===== config.mk =====
export PLATFORM = sky130hd
export DESIGN_NAME = back_propagation_node_serial_mac
export DESIGN_NICKNAME = d
export VERILOG_FILES = /design/src/rtl/back_propagation_node_serial_mac.sv
export SDC_FILE = /design/constraint.sdc
export NUM_CORES = 2
export LEC_CHECK = 0
export ABC_AREA = 1
export ABC_CLOCK_PERIOD_IN_PS = 22300
export CORE_MARGIN = 10
export CORE_UTILIZATION = 50
export CTS_BUF_LIST = sky130_fd_sc_hd__clkbuf_4
export DETAILED_ROUTE_END_ITERATION = 10
export DONT_BUFFER_PORTS = 1
export PLACE_DENSITY_LB_ADDON = 0.12
export RECOVER_POWER = 25
export SYNTH_ARGS = -nofsm -noshare
export SYNTH_HDL_FRONTEND = slang
export SYNTH_HIERARCHICAL = 1
export SYNTH_SLANG_ARGS = --single-unit

===== constraint.sdc =====
create_clock -name clk -period 22.3 [get_ports clk]
set_input_delay 2.23 -clock clk [delete_from_list [all_inputs] [get_ports clk]]
set_output_delay 2.23 -clock clk [all_outputs]
set_load 0.02 [all_outputs]

===== src/rtl/back_propagation_node_serial_mac.sv =====
// Serial fp32 multiply-accumulate back-propagation node with credit-based input flow control.
// Optional ReLU-derivative gating of each group output: define BP_NODE_RELU_GRAD_EN.

module multiplier_floating_point32 #(
    parameter int LATENCY = 7
) (
    input  logic        clk,
    input  logic        rst_n,
    input  logic        valid_i,
    input  logic [31:0] a_i,
    input  logic [31:0] b_i,
    output logic        valid_o,
    output logic [31:0] prod_o
);
    logic [LATENCY-1:0] vld_q;
    logic [31:0]        dat_q [LATENCY];

    // Round-to-nearest-even; denormal operands and results flush to signed zero.
    function automatic logic [31:0] fp_mul(input logic [31:0] a, input logic [31:0] b);
        logic              sg;
        logic [7:0]        ea;
        logic [7:0]        eb;
        logic [47:0]       p;
        logic [23:0]       m;
        logic              g;
        logic              st;
        logic              up;
        logic [24:0]       mr;
        logic signed [10:0] e;
        sg = a[31] ^ b[31];
        ea = a[30:23];
        eb = b[30:23];
        if ((ea == 8'hFF && a[22:0] != '0) || (eb == 8'hFF && b[22:0] != '0))
            return 32'h7FC00000;
        if (ea == 8'hFF || eb == 8'hFF)
            return (ea == 8'h00 || eb == 8'h00) ? 32'h7FC00000 : {sg, 8'hFF, 23'h0};
        if (ea == 8'h00 || eb == 8'h00)
            return {sg, 31'h0};
        p = {24'h0, 1'b1, a[22:0]} * {24'h0, 1'b1, b[22:0]};
        e = $signed({3'b000, ea}) + $signed({3'b000, eb}) - 11'sd127;
        if (p[47]) begin
            m  = p[47:24];
            g  = p[23];
            st = |p[22:0];
            e  = e + 11'sd1;
        end else begin
            m  = p[46:23];
            g  = p[22];
            st = |p[21:0];
        end
        up = g & (st | m[0]);
        mr = {1'b0, m} + 25'(up);
        if (mr[24]) begin
            m = mr[24:1];
            e = e + 11'sd1;
        end else begin
            m = mr[23:0];
        end
        if (e >= 11'sd255)
            return {sg, 8'hFF, 23'h0};
        if (e <= 11'sd0)
            return {sg, 31'h0};
        return {sg, e[7:0], m[22:0]};
    endfunction

    always_ff @(posedge clk or negedge rst_n) begin
        if (!rst_n) begin
            vld_q <= '0;
            for (int i = 0; i < LATENCY; i++)
                dat_q[i] <= '0;
        end else begin
            vld_q[0] <= valid_i;
            dat_q[0] <= fp_mul(a_i, b_i);
            for (int i = 1; i < LATENCY; i++) begin
                vld_q[i] <= vld_q[i-1];
                dat_q[i] <= dat_q[i-1];
            end
        end
    end

    assign valid_o = vld_q[LATENCY-1];
    assign prod_o  = dat_q[LATENCY-1];
endmodule

module adder_floating_point32 #(
    parameter int LATENCY = 7
) (
    input  logic        clk,
    input  logic        rst_n,
    input  logic        valid_i,
    input  logic [31:0] a_i,
    input  logic [31:0] b_i,
    output logic        valid_o,
    output logic [31:0] sum_o
);
    logic [LATENCY-1:0] vld_q;
    logic [31:0]        dat_q [LATENCY];

    // Three extra bits (guard, round, sticky) carry the alignment loss into rounding.
    function automatic logic [31:0] fp_add(input logic [31:0] a, input logic [31:0] b);
        logic [31:0]       x;
        logic [31:0]       y;
        logic [26:0]       mx;
        logic [26:0]       my;
        logic [26:0]       ms;
        logic [26:0]       m;
        logic [53:0]       sh;
        logic [27:0]       s;
        logic [7:0]        d;
        logic [4:0]        lz;
        logic              found;
        logic              up;
        logic [24:0]       mr;
        logic signed [9:0] e;
        if ((a[30:23] == 8'hFF && a[22:0] != '0) || (b[30:23] == 8'hFF && b[22:0] != '0))
            return 32'h7FC00000;
        if (a[30:23] == 8'hFF && b[30:23] == 8'hFF)
            return (a[31] != b[31]) ? 32'h7FC00000 : a;
        if (a[30:23] == 8'hFF)
            return a;
        if (b[30:23] == 8'hFF)
            return b;
        if (a[30:23] == 8'h00)
            return (b[30:23] == 8'h00) ? {a[31] & b[31], 31'h0} : b;
        if (b[30:23] == 8'h00)
            return a;
        if (a[30:0] < b[30:0]) begin
            x = b;
            y = a;
        end else begin
            x = a;
            y = b;
        end
        mx = {1'b1, x[22:0], 3'b000};
        my = {1'b1, y[22:0], 3'b000};
        d  = x[30:23] - y[30:23];
        if (d > 8'd27)
            d = 8'd27;
        sh = {my, 27'h0} >> d;
        ms = sh[53:27] | {26'h0, |sh[26:0]};
        e  = $signed({2'b00, x[30:23]});
        if (x[31] == y[31]) begin
            s = {1'b0, mx} + {1'b0, ms};
            if (s[27]) begin
                m = {s[27:2], s[1] | s[0]};
                e = e + 10'sd1;
            end else begin
                m = s[26:0];
            end
        end else begin
            m = mx - ms;
            if (m == '0)
                return 32'h00000000;
            lz    = '0;
            found = 1'b0;
            for (int i = 26; i >= 0; i--) begin
                if (!found) begin
                    if (m[i])
                        found = 1'b1;
                    else
                        lz = lz + 5'd1;
                end
            end
            m = m << lz;
            e = e - $signed({5'b00000, lz});
        end
        up = m[2] & (m[1] | m[0] | m[3]);
        mr = {1'b0, m[26:3]} + 25'(up);
        if (mr[24]) begin
            mr = mr >> 1;
            e  = e + 10'sd1;
        end
        if (e >= 10'sd255)
            return {x[31], 8'hFF, 23'h0};
        if (e <= 10'sd0)
            return {x[31], 31'h0};
        return {x[31], e[7:0], mr[22:0]};
    endfunction

    always_ff @(posedge clk or negedge rst_n) begin
        if (!rst_n) begin
            vld_q <= '0;
            for (int i = 0; i < LATENCY; i++)
                dat_q[i] <= '0;
        end else begin
            vld_q[0] <= valid_i;
            dat_q[0] <= fp_add(a_i, b_i);
            for (int i = 1; i < LATENCY; i++) begin
                vld_q[i] <= vld_q[i-1];
                dat_q[i] <= dat_q[i-1];
            end
        end
    end

    assign valid_o = vld_q[LATENCY-1];
    assign sum_o   = dat_q[LATENCY-1];
endmodule

module back_propagation_node_serial_mac #(
    parameter int DATA_WIDTH  = 32,
    parameter int NUM_TERMS   = 24,
    parameter int MUL_LATENCY = 7,
    parameter int ADD_LATENCY = 7,
    parameter int FIFO_DEPTH  = 8
) (
    input  logic                  clk,
    input  logic                  rst_n,
`ifdef BP_NODE_RELU_GRAD_EN
    input  logic                  i_relu_active,
`endif
    input  logic                  i_valid,
    output logic                  o_ready,
    input  logic [DATA_WIDTH-1:0] i_delta,
    input  logic [DATA_WIDTH-1:0] i_weight,
    output logic [DATA_WIDTH-1:0] o_data,
    output logic                  o_valid,
    output logic                  o_busy
);
    localparam int PW = $clog2(FIFO_DEPTH);
    localparam int CW = $clog2(FIFO_DEPTH + 1);
    localparam int TW = $clog2(NUM_TERMS + 1);

    typedef enum logic [1:0] {
        S_IDLE,
        S_ADD,
        S_WAIT,
        S_DONE
    } state_e;

    state_e                state_q;
    logic [DATA_WIDTH-1:0] acc_q;
    logic [DATA_WIDTH-1:0] prod_q;
    logic [DATA_WIDTH-1:0] add_a_q;
    logic [DATA_WIDTH-1:0] add_b_q;
    logic                  add_v_q;
    logic [TW-1:0]         term_cnt_q;
    logic [DATA_WIDTH-1:0] o_data_q;
    logic                  o_valid_q;
    logic                  o_ready_q;
    logic                  ready_d;

    logic [DATA_WIDTH-1:0] fifo_q [FIFO_DEPTH];
    logic [PW-1:0]         wr_ptr_q;
    logic [PW-1:0]         rd_ptr_q;
    logic [CW-1:0]         fifo_cnt_q;
    logic [CW-1:0]         out_cnt_q;
    logic [CW-1:0]         out_cnt_d;

    logic                  accept;
    logic                  pop;
    logic                  mul_v;
    logic [DATA_WIDTH-1:0] mul_p;
    logic                  add_v;
    logic [DATA_WIDTH-1:0] add_s;
    logic                  relu_keep;

    assign accept = i_valid && o_ready_q;
    assign pop    = (state_q == S_IDLE) && (fifo_cnt_q != '0);

    multiplier_floating_point32 #(.LATENCY(MUL_LATENCY)) u_mul (
        .clk     (clk),
        .rst_n   (rst_n),
        .valid_i (accept),
        .a_i     (i_delta),
        .b_i     (i_weight),
        .valid_o (mul_v),
        .prod_o  (mul_p)
    );

    adder_floating_point32 #(.LATENCY(ADD_LATENCY)) u_add (
        .clk     (clk),
        .rst_n   (rst_n),
        .valid_i (add_v_q),
        .a_i     (add_a_q),
        .b_i     (add_b_q),
        .valid_o (add_v),
        .sum_o   (add_s)
    );

    // Credits cover both buffered and in-multiplier products, so a push never finds the FIFO full.
    always_comb begin
        out_cnt_d = out_cnt_q;
        if (accept)
            out_cnt_d = out_cnt_d + 1'b1;
        if (pop)
            out_cnt_d = out_cnt_d - 1'b1;
    end

`ifdef BP_NODE_RELU_GRAD_EN
    logic [1:0]    rq_q;
    logic          rq_wr_q;
    logic          rq_rd_q;
    logic [1:0]    rq_cnt_q;
    logic [1:0]    rq_cnt_d;
    logic [TW-1:0] in_cnt_q;
    logic [TW-1:0] in_cnt_d;
    logic          grp_first;
    logic          grp_done;

    assign grp_first = accept && (in_cnt_q == '0);
    assign grp_done  = (state_q == S_DONE);
    assign relu_keep = rq_q[rq_rd_q];

    always_comb begin
        in_cnt_d = in_cnt_q;
        if (accept)
            in_cnt_d = (in_cnt_q == TW'(NUM_TERMS - 1)) ? '0 : in_cnt_q + 1'b1;
        rq_cnt_d = rq_cnt_q;
        if (grp_first)
            rq_cnt_d = rq_cnt_d + 2'd1;
        if (grp_done)
            rq_cnt_d = rq_cnt_d - 2'd1;
    end

    // A new group may only start while a gating slot is free.
    assign ready_d = (out_cnt_d < CW'(FIFO_DEPTH))
                  && !((in_cnt_d == '0) && (rq_cnt_d == 2'd2));

    always_ff @(posedge clk or negedge rst_n) begin
        if (!rst_n) begin
            rq_q     <= '0;
            rq_wr_q  <= 1'b0;
            rq_rd_q  <= 1'b0;
            rq_cnt_q <= '0;
            in_cnt_q <= '0;
        end else begin
            in_cnt_q <= in_cnt_d;
            rq_cnt_q <= rq_cnt_d;
            if (grp_first) begin
                rq_q[rq_wr_q] <= i_relu_active;
                rq_wr_q       <= ~rq_wr_q;
            end
            if (grp_done)
                rq_rd_q <= ~rq_rd_q;
        end
    end
`else
    assign relu_keep = 1'b1;
    assign ready_d   = (out_cnt_d < CW'(FIFO_DEPTH));
`endif

    always_ff @(posedge clk or negedge rst_n) begin
        if (!rst_n) begin
            wr_ptr_q   <= '0;
            rd_ptr_q   <= '0;
            fifo_cnt_q <= '0;
            out_cnt_q  <= '0;
            o_ready_q  <= 1'b0;
            for (int i = 0; i < FIFO_DEPTH; i++)
                fifo_q[i] <= '0;
        end else begin
            out_cnt_q <= out_cnt_d;
            o_ready_q <= ready_d;
            if (mul_v) begin
                fifo_q[wr_ptr_q] <= mul_p;
                wr_ptr_q         <= wr_ptr_q + 1'b1;
            end
            if (pop)
                rd_ptr_q <= rd_ptr_q + 1'b1;
            if (mul_v && !pop)
                fifo_cnt_q <= fifo_cnt_q + 1'b1;
            else if (!mul_v && pop)
                fifo_cnt_q <= fifo_cnt_q - 1'b1;
        end
    end

    always_ff @(posedge clk or negedge rst_n) begin
        if (!rst_n) begin
            state_q    <= S_IDLE;
            acc_q      <= '0;
            prod_q     <= '0;
            add_a_q    <= '0;
            add_b_q    <= '0;
            add_v_q    <= 1'b0;
            term_cnt_q <= '0;
            o_data_q   <= '0;
            o_valid_q  <= 1'b0;
        end else begin
            add_v_q   <= 1'b0;
            o_valid_q <= 1'b0;
            unique case (state_q)
                S_IDLE: begin
                    if (pop) begin
                        prod_q  <= fifo_q[rd_ptr_q];
                        state_q <= S_ADD;
                    end
                end
                S_ADD: begin
                    add_a_q <= acc_q;
                    add_b_q <= prod_q;
                    add_v_q <= 1'b1;
                    state_q <= S_WAIT;
                end
                S_WAIT: begin
                    if (add_v) begin
                        acc_q      <= add_s;
                        term_cnt_q <= term_cnt_q + 1'b1;
                        if (term_cnt_q == TW'(NUM_TERMS - 1))
                            state_q <= S_DONE;
                        else
                            state_q <= S_IDLE;
                    end
                end
                S_DONE: begin
                    o_data_q   <= relu_keep ? acc_q : '0;
                    o_valid_q  <= 1'b1;
                    acc_q      <= '0;
                    term_cnt_q <= '0;
                    state_q    <= S_IDLE;
                end
                default: state_q <= S_IDLE;
            endcase
        end
    end

    assign o_ready = o_ready_q;
    assign o_data  = o_data_q;
    assign o_valid = o_valid_q;
    assign o_busy  = (out_cnt_q != '0) || (state_q != S_IDLE);
endmodule


==> flow_summary.ini <==
[cells_and_area]
largest_register_ffs = 256
seq_area_sq_um = 22600
top_regs = fifo_q x256, u_add/dat_q x192, u_mul/dat_q x192
multi_input_area_sq_um = 38400
syn_to_final_growth_pct = 4.41
regMostFlops = fifo_q
num-fill-cells = 13447
nets = 9861
drive_above_1_share = 0.0628

[timing]
period_needed_ns = 20.29
tns_ns = 0
maxSlewViolCount = 0
finalSetupViolCount = 0
fin_skew_ns = 0.0684
rsz0062_at_grt = false
finalHoldViolCount = 0
fmax_mhz = 49.3
worstMarginPinSlew_ns = 1.38
slew_headroom = 0.0686
fin_crit_sh = 0.910

[yosys]
synth-edff-count = 0
ys_async_sr_fraction = 1.00
netlist_area_sq_um = 69400
synth.area.top_cells = dfrtp_1 (33%), nand2_1 (15%), fa_1 (14%)
syn_avg_cell_area_sq_um = 7.57
synthesis.nets = 10041
yosysWarnings = 6
ys_seq_area_frac = 0.325
synth.distinct_cells = 74
yosysTopAreaCellShare = 0.325
yosys-top-cells-count = nand2_1 (2782), inv_1 (1627), dfrtp_1 (902)
ys.flop_type = dfrtp_1
synth_most_common_cell = nand2_1
synth_top_cell_by_area = dfrtp_1
synth-seq-cells = 902
synthCells = 9178

[worst_setup_path]
cp_common_cell = nand2_1
cp-end-kind = flop
crit_slowest_cell = fa_1
path_max_fanout = 36
rrSetupSlack_ns = 2.01
cp-start-kind = flop
required_ns = 23.28
arrival_ns = 21.26
cpPeakStageDelay_ns = 0.49
crit_type = reg -> reg

[global_route]
antenna_found_initial = 4
grtUsageTotal = 0.261
grt-ovfl-total = 0
use_met1 = 0.369
top_usage_layer = met2
grt_pass1_vias = 56835
grt_max_degree = 903
met2_usage = 0.412
grt_first_pass_wirelength_um = 319000
met3_usage = 0.0439

[floorplanning]
rows = 136
core_sq_um = 138000
io-pin-count = 102
die_y_um = 393
die_w_um = 393
dieArea_sq_um = 154000
start_util = 0.504

[cts]
clkTransAtPathRegs_ns = 0.07
cts_buffers = 203
clockBufferDepth = 3
clk_latency_ns = 1.09
cts_setup_buffers = 0
tritoncts = yes
cts.sinks = 902
htreeDepth = 4
root_buffer = clkbuf_4

[drt]
vias_per_cell = 5.28
ant_nets = 0
drc_errors = 0
drt-initial-drc-count = 4945
vias = 57731
wirelength_um = 200000
firstDrtPassIters = 6
wl_per_cell_um = 18.3

[run_status]
status = completed

[hold_path]
hp-class = reg -> reg

[placed_design]
place_congestion = 0.964
dpl.hpwl_um = 147000
port_buffers = 0

[flow_run]
maxCapViolations = 0
[critical path: cells and delay by family, from the launching register on]
kind / cells / cell delay [ns]
compound gates: 16 / 3.11
xor+xnor: 2 / 0.29
fa+ha+maj: 17 / 5.20
buf+inv: 24 / 2.36
flops: 1 / 0.41
simple gates: 70 / 8.78
[cell usage in the layout (no fill, tap or decap), drive strengths merged, types with 60 or more instances in the layout]
cell,synthesis,layout
clkbuf,229,290
inv,1666,1672
nand4,111,111
nor2,492,492
a21oi,197,197
clkinv,12,60
nand2,2840,2840
o211ai,74,74
fa,486,486
nand3,625,625
o21ai,676,676
xor2,114,114
ha,310,310
dfrtp,902,902
[per-layer routing]
layer	wire, um	up-vias	part of all wire
met5	0	-	0
met4	5070	0	0.025
met3	13500	282	0.067
met2	90300	1833	0.45
met1	91300	27721	0.46
li1	-	27895	-
[cell families after synthesis]
logic type,synth area share
and+or+nand+nor,0.256
adders and majority gates,0.196
DFF,0.325
xor gates and xnor gates,0.0184
buffers and inverters,0.122
AOI/OAI and AO/OA,0.0818
[area by class of cell]
type | count | share of cell area
Antenna cell | 8 | 0.000276
Clock buffer | 290 | 0.0300
Clock inverter | 58 | 0.00452
Inverter | 1678 | 0.0872
Multi-Input combinational cell | 6169 | 0.530
Sequential cell | 902 | 0.311
Tap cell | 1794 | 0.0310
Timing Repair Buffer | 44 | 0.00566
[timing repair]
item / CTS / global route
hold buffers: 0 / 0
resized for setup: 0 / 9
endpoints found under the setup margin: 0 / 31
[path summary, 6_finish.rpt]
check                              endpoint       startpoint  cells past startpoint
min in group asynchronous       fifo_q[130]            rst_n                      0
max in group asynchronous  u_add/dat_q[213]            rst_n                      3
min                        u_mul/prod_o[13]  u_mul/dat_q[45]                      0
max                        u_add/dat_q[202]      add_b_q[26]                    129
max reg2reg                u_add/dat_q[202]      add_b_q[26]                    129
min reg2reg                u_mul/prod_o[13]  u_mul/dat_q[45]                      0
[stage by stage]
stage	utilization	worst slack, ns	cell area (sq um)	hold WS [ns]	std cells
6_report	0.527	2.01	72500	0.291	10943
3_3_place_gp	0.507	1.88	69800	0.331	10583
3_5_place_dp	0.507	1.63	69800	0.335	10583
5_1_grt	0.527	0.0763	72500	0.299	10939
4_1_cts	0.525	1.51	72300	0.291	10931
2_1_floorplan	-	5.46	69400	0.331	9178
Power is left out: the tool's default activity adds up to more than one toggle a clock period on the data nets, which glitch-free logic cannot reach.
